**src/rtl/fetch_ctrl.sv**
```systemverilog
// Instruction fetch sequencer: owns the PC, issues one word request per cycle
// to a 1-cycle imem, buffers responses and hands them to decode.
module fetch_ctrl #(
   parameter logic [31:0] RESET_PC = 32'h0000_0000,
   parameter logic [31:0] PC_STEP  = 32'd4,
   parameter int          DEPTH    = 2
) (
   input  logic        clk,
   input  logic        rst_n,
   output logic        imem_req,
   output logic [31:0] imem_addr,
   input  logic [31:0] imem_rdata,
   input  logic        redirect_valid,
   input  logic [31:0] redirect_pc,
   output logic        if_valid,
   output logic [31:0] if_instr,
   output logic [31:0] if_pc,
   input  logic        id_ready
);

   localparam int AW = $clog2(DEPTH);
   localparam int CW = AW + 1;
   localparam logic [CW:0] DMAX = (CW+1)'(DEPTH);

   typedef enum logic {
      BOOT,
      RUN
   } state_t;

   state_t state, state_next;

   logic [31:0]   pc_q;
   logic [31:0]   req_pc;
   logic [CW-1:0] count;
   logic          inflight;
   logic          kill;
   logic [AW-1:0] head;
   logic [AW-1:0] tail;
   logic [31:0]   buf_instr [DEPTH];
   logic [31:0]   buf_pc    [DEPTH];

   logic          run;
   logic          pop;
   logic          push;
   logic          flush;
   logic [CW:0]   occ;

   // FSM state register
   always_ff @(posedge clk) begin
      if (!rst_n) state <= BOOT;
      else        state <= state_next;
   end

   // Next state, handshake decode and request decision
   always_comb begin
      state_next = state;
      unique case (state)
         BOOT: state_next = RUN;
         RUN:  state_next = RUN;
      endcase
      run   = (state == RUN);
      pop   = if_valid & id_ready;
      flush = run & redirect_valid;
      occ   = {1'b0, count}
            + (CW+1)'(inflight)
            - (CW+1)'(pop);
      imem_req = run & ~redirect_valid & (occ < DMAX);
      push     = inflight & ~kill & ~flush;
   end

   // PC, in-flight tracking and buffer pointers
   always_ff @(posedge clk) begin
      if (!rst_n) begin
         pc_q     <= RESET_PC;
         req_pc   <= RESET_PC;
         count    <= '0;
         inflight <= 1'b0;
         kill     <= 1'b0;
         head     <= '0;
         tail     <= '0;
      end else begin
         inflight <= imem_req;
         kill     <= flush;
         if (imem_req) begin
            pc_q   <= pc_q + PC_STEP;
            req_pc <= pc_q;
         end
         if (flush) begin
            pc_q  <= redirect_pc;
            count <= '0;
            head  <= '0;
            tail  <= '0;
         end else begin
            if (push) tail <= tail + 1'b1;
            if (pop)  head <= head + 1'b1;
            count <= count + CW'(push) - CW'(pop);
         end
      end
   end

   // Buffer storage: response word and its fetch address
   always_ff @(posedge clk) begin
      if (push) begin
         buf_instr[tail] <= imem_rdata;
         buf_pc[tail]    <= req_pc;
      end
   end

   assign imem_addr = pc_q;
   assign if_valid  = (count != '0);
   assign if_instr  = if_valid ? buf_instr[head] : 32'h0;
   assign if_pc     = if_valid ? buf_pc[head]    : 32'h0;

endmodule

```
**config.mk**
```make
export PLATFORM = sky130hd
export DESIGN_NAME = fetch_ctrl
export DESIGN_NICKNAME = d
export VERILOG_FILES = /design/src/rtl/fetch_ctrl.sv
export SDC_FILE = /design/constraint.sdc
export NUM_CORES = 1
export LEC_CHECK = 0
export BUFFER_PORTS_ARGS = -buffer_cell sky130_fd_sc_hd__buf_2
export CAP_MARGIN = 15
export CORE_MARGIN = 1.5
export CORE_UTILIZATION = 50
export CTS_BUF_LIST = sky130_fd_sc_hd__clkbuf_8
export DETAILED_ROUTE_END_ITERATION = 8
export PLACE_DENSITY = 0.74
export SYNTH_ARGS = -nofsm -noshare
export SYNTH_HDL_FRONTEND = slang
export SYNTH_SLANG_ARGS = --single-unit
```
**constraint.sdc**
```tcl
create_clock -name clk -period 6.8 [get_ports clk]
set_input_delay 1.36 -clock clk [delete_from_list [all_inputs] [get_ports clk]]
set_output_delay 1.36 -clock clk [all_outputs]
set_load 0.01 [all_outputs]
```
==> flow_summary.json <==
{
  "status": "finished clean",
  "antenna_found_initial": 0,
  "cts.clk_slew.worst_paths_ns": 0.09,
  "setup_tns_ns": 0,
  "vias": 5623,
  "layout_min_cycle_time_ns": 4.292,
  "synth_cell_types": 49,
  "grt_usage": 0.2045,
  "pin_count": 166,
  "critPathCapture": "imem_req",
  "die-area_sq_um": 16850,
  "avgSynthCellArea_sq_um": 11.86,
  "clkLatencyLatePin_ns": 0.46,
  "whs_ns": 0.4575,
  "synthMuxAreaShare": 0.08388,
  "num-nets-final": 902,
  "synth_top_family_by_area": "simple AND/OR/NAND/NOR gates",
  "path_depth": 8,
  "p_per_area_nw_per_um2": 251.1,
  "synth-edff-count": 128,
  "intPower_mw": 1.799,
  "dp_hpwl_mm": 11.28,
  "power.share.clock": 0.324,
  "clock_path_buffers": 2,
  "synth_nets": 749,
  "path_cells": "buf_2 > xor2_1 > nand2_1 > fa_1 > nand3b_1 > or2_2 > inv_2 > buf_2",
  "core_sq_um": 15770,
  "htreeDepth": 4,
  "cts_buffers": 17,
  "dieWidth_um": 129.8,
  "p_total_mw": 2.381,
  "maxSlewHeadroom": 0.2922,
  "dp_slack_ns": 2.506,
  "finalCritPeriodShare": 0.6311,
  "peakVddDrop_v": 0.0001882,
  "grt-ovfl-total": 0,
  "hold_buffers": 0,
  "cp_num_buf_inv": 3,
  "worst_slew_pin_slew_ns": 1.059,
  "crit_family": "simple AND/OR/NAND/NOR gates",
  "drive_above_1_share": 0.2595,
  "die_height_um": 129.8,
  "antenna_left": 0,
  "reg2regPathDepth": 12,
  "dr.pass1.iters": 4,
  "io_buffer_count": 165,
  "cp_common_cell": "buf_2",
  "end_kind": "primary output",
  "worstHoldPathType": "reg2reg",
  "tritoncts": "yes",
  "layout_setup_ws_ns": 2.508,
  "rr_startpoint": "count[1]$_SDFF_PP0_",
  "cp_slowest_stage_delay_ns": 0.51,
  "grt_pass1_vias": 5146,
  "drv_cap": 0,
  "yosys_warnings": 0,
  "seq_area_sq_um": 5289,
  "grt_pass1_wl_mm": 26.32,
  "synthAdderAreaFrac": 0.005602,
  "wl_per_cell_um": 16.12,
  "synth_ff_type": "edfxtp_1",
  "area_delta_synth_final_pct": 17.94,
  "p_sw_frac": 0.2444,
  "p_leak_nw": 3.536,
  "post_cts_buffers": 0,
  "slowest_stage": "fa_1",
  "rsz0062_at_grt": "false",
  "diodes": 0,
  "critPathLaunchType": "input pin",
  "hold_viol_final": 0,
  "reg2reg_slack_ns": 3.78,
  "reg2reg_to": "imem_addr[6]$_SDFFE_PN0P_",
  "cp.arrival_ns": 2.93,
  "yosysSeqAreaShare": 0.6573,
  "ys_seq_elements": 200,
  "drt_iter0_markers": 363,
  "synthCells": 678,
  "n_fill_cell": 1334,
  "rows": 46,
  "multiInputGateArea_sq_um": 2595,
  "synth_compound_area_frac": 0.07003,
  "worstSetupPathType": "in2out",
  "synth_async_sr_flop_share": 0,
  "power.switching_mw": 0.5818,
  "start_util": 0.5098,
  "cts_root_buf": "clkbuf_8",
  "setup_viol": 0,
  "slew_viol_final": 0,
  "yosys.area_share.simple": 0.1387,
  "max_freq_ghz": 0.2330,
  "gp_congestion": 0.8480,
  "combPwrFrac": 0.105,
  "skew_ns": 0.01535,
  "crit_fanout": 4,
  "wl_mm": 17.09,
  "cts-resized-gates": 0,
  "crit_start": "id_ready",
  "vias_per_cell": 5.305,
  "synth_xor_area_frac": 0.02179,
  "crit_required_ns": 5.44,
  "route.detailed.drc": 0,
  "cts.sinks": 200,
  "grt_start_max_net_pins": 65,
  "synth_area_sq_um": 8040,
  "power_frac_seq": 0.571
}
[synth_stat cells (all sizes together) (4+ instances only)]
cell      n  area (sq um)
o21ai    19         95.09
clkbuf   22         82.58
nor3      9         45.04
mux2i    64         640.6
dfxtp    72          1441
inv       7         26.27
xnor2     7         61.31
nor4      4         61.31
nand3    14         80.08
buf      17         73.82
a211oi    4         30.03
a21oi    49         245.2
xor2     13         113.9
a31oi     8         50.05
and3      4         25.02
edfxtp  128          3844
nor2     89         334.1
nand2    99         371.6
nand4    11         90.08
[layout by cell type (no fill, tap or decap), types with 4 or more instances in the layout]
cell / Yosys / layout
edfxtp_1: 128 / 128
nand4_1: 9 / 9
nand3_1: 12 / 12
nor2_1: 89 / 86
a211oi_1: 4 / 4
inv_1: 6 / 9
nor3_1: 9 / 9
mux2i_1: 64 / 64
a31oi_1: 8 / 8
buf_2: 8 / 165
buf_4: 0 / 8
o21ai_0: 19 / 19
clkbuf_8: 0 / 19
nand2_1: 99 / 99
dfxtp_1: 72 / 71
a21oi_1: 49 / 49
clkinv_4: 0 / 4
and3_1: 4 / 4
xnor2_1: 7 / 7
xor2_1: 13 / 13
[per-layer routing]
layer,vias up,GRT usage,share of wire
li1,2728,-,-
met1,2634,0.2820,0.45
met2,237,0.3190,0.46
met3,24,0.04592,0.069
met4,0,0.07647,0.021
met5,-,0,0
[power by group through the flow]
stage	sequential, mW	clock, mW	combinational, mW
2_1_floorplan	1.38	0	0.152
3_3_place_gp	1.39	0	0.246
3_5_place_dp	1.39	0	0.251
4_1_cts	1.36	0.783	0.252
5_1_grt	1.37	0.832	0.277
6_report	1.36	0.771	0.250
[logic make-up (layout without fill, tap and decap cells)]
kind of cell | Yosys count | after routing
adder cells (fa/ha/maj) | 3 | 3
AND/OR/NAND/NOR | 245 | 245
AO/OA/AOI/OAI | 97 | 97
flip-flops | 200 | 200
XOR/XNOR | 20 | 20
buffers and inverters | 46 | 212
multiplexers | 67 | 67
[through the flow]
stage / utilization / instance area, sq um / std cells
2_1_floorplan: - / 8040 / 678
3_3_place_gp: 0.5749 / 9066 / 1028
3_5_place_dp: 0.5749 / 9066 / 1028
5_1_grt: 0.6013 / 9483 / 1060
6_report: 0.6013 / 9483 / 1060
4_1_cts: 0.6013 / 9483 / 1060
[worst min-delay path by stage]
stage,start,end,depth (start not counted)
after floorplan,req_pc[0]$_SDFFE_PN0P_,buf_pc[0][0]$_DFFE_PP_,0
after global placement,req_pc[10]$_SDFFE_PN0P_,buf_pc[0][10]$_DFFE_PP_,0
after detailed placement,req_pc[18]$_SDFFE_PN0P_,buf_pc[0][18]$_DFFE_PP_,0
after CTS,req_pc[18]$_SDFFE_PN0P_,buf_pc[1][18]$_DFFE_PP_,0
after global routing,req_pc[18]$_SDFFE_PN0P_,buf_pc[0][18]$_DFFE_PP_,0
final,req_pc[18]$_SDFFE_PN0P_,buf_pc[1][18]$_DFFE_PP_,0
[state kept, by name (all words and copies together), names as in the netlist, named ones only]
signal / cells
imem_addr: 32
req_pc: 32
buf_pc: 64
inflight: 1
kill: 1
head: 1
tail: 1
buf_instr: 64
run: 1
count: 2
[final cells by class]
| cell class | count | area share |
|---|---|---|
| inverter | 7 | 0.002771 |
| sequential | 200 | 0.5577 |
| clock buffer | 19 | 0.02758 |
| multi-input combinational | 432 | 0.2737 |
| tap | 216 | 0.02850 |
| clock inverter | 13 | 0.01636 |
| timing repair buffer | 173 | 0.09342 |
(Power assumes the default switching activity.)
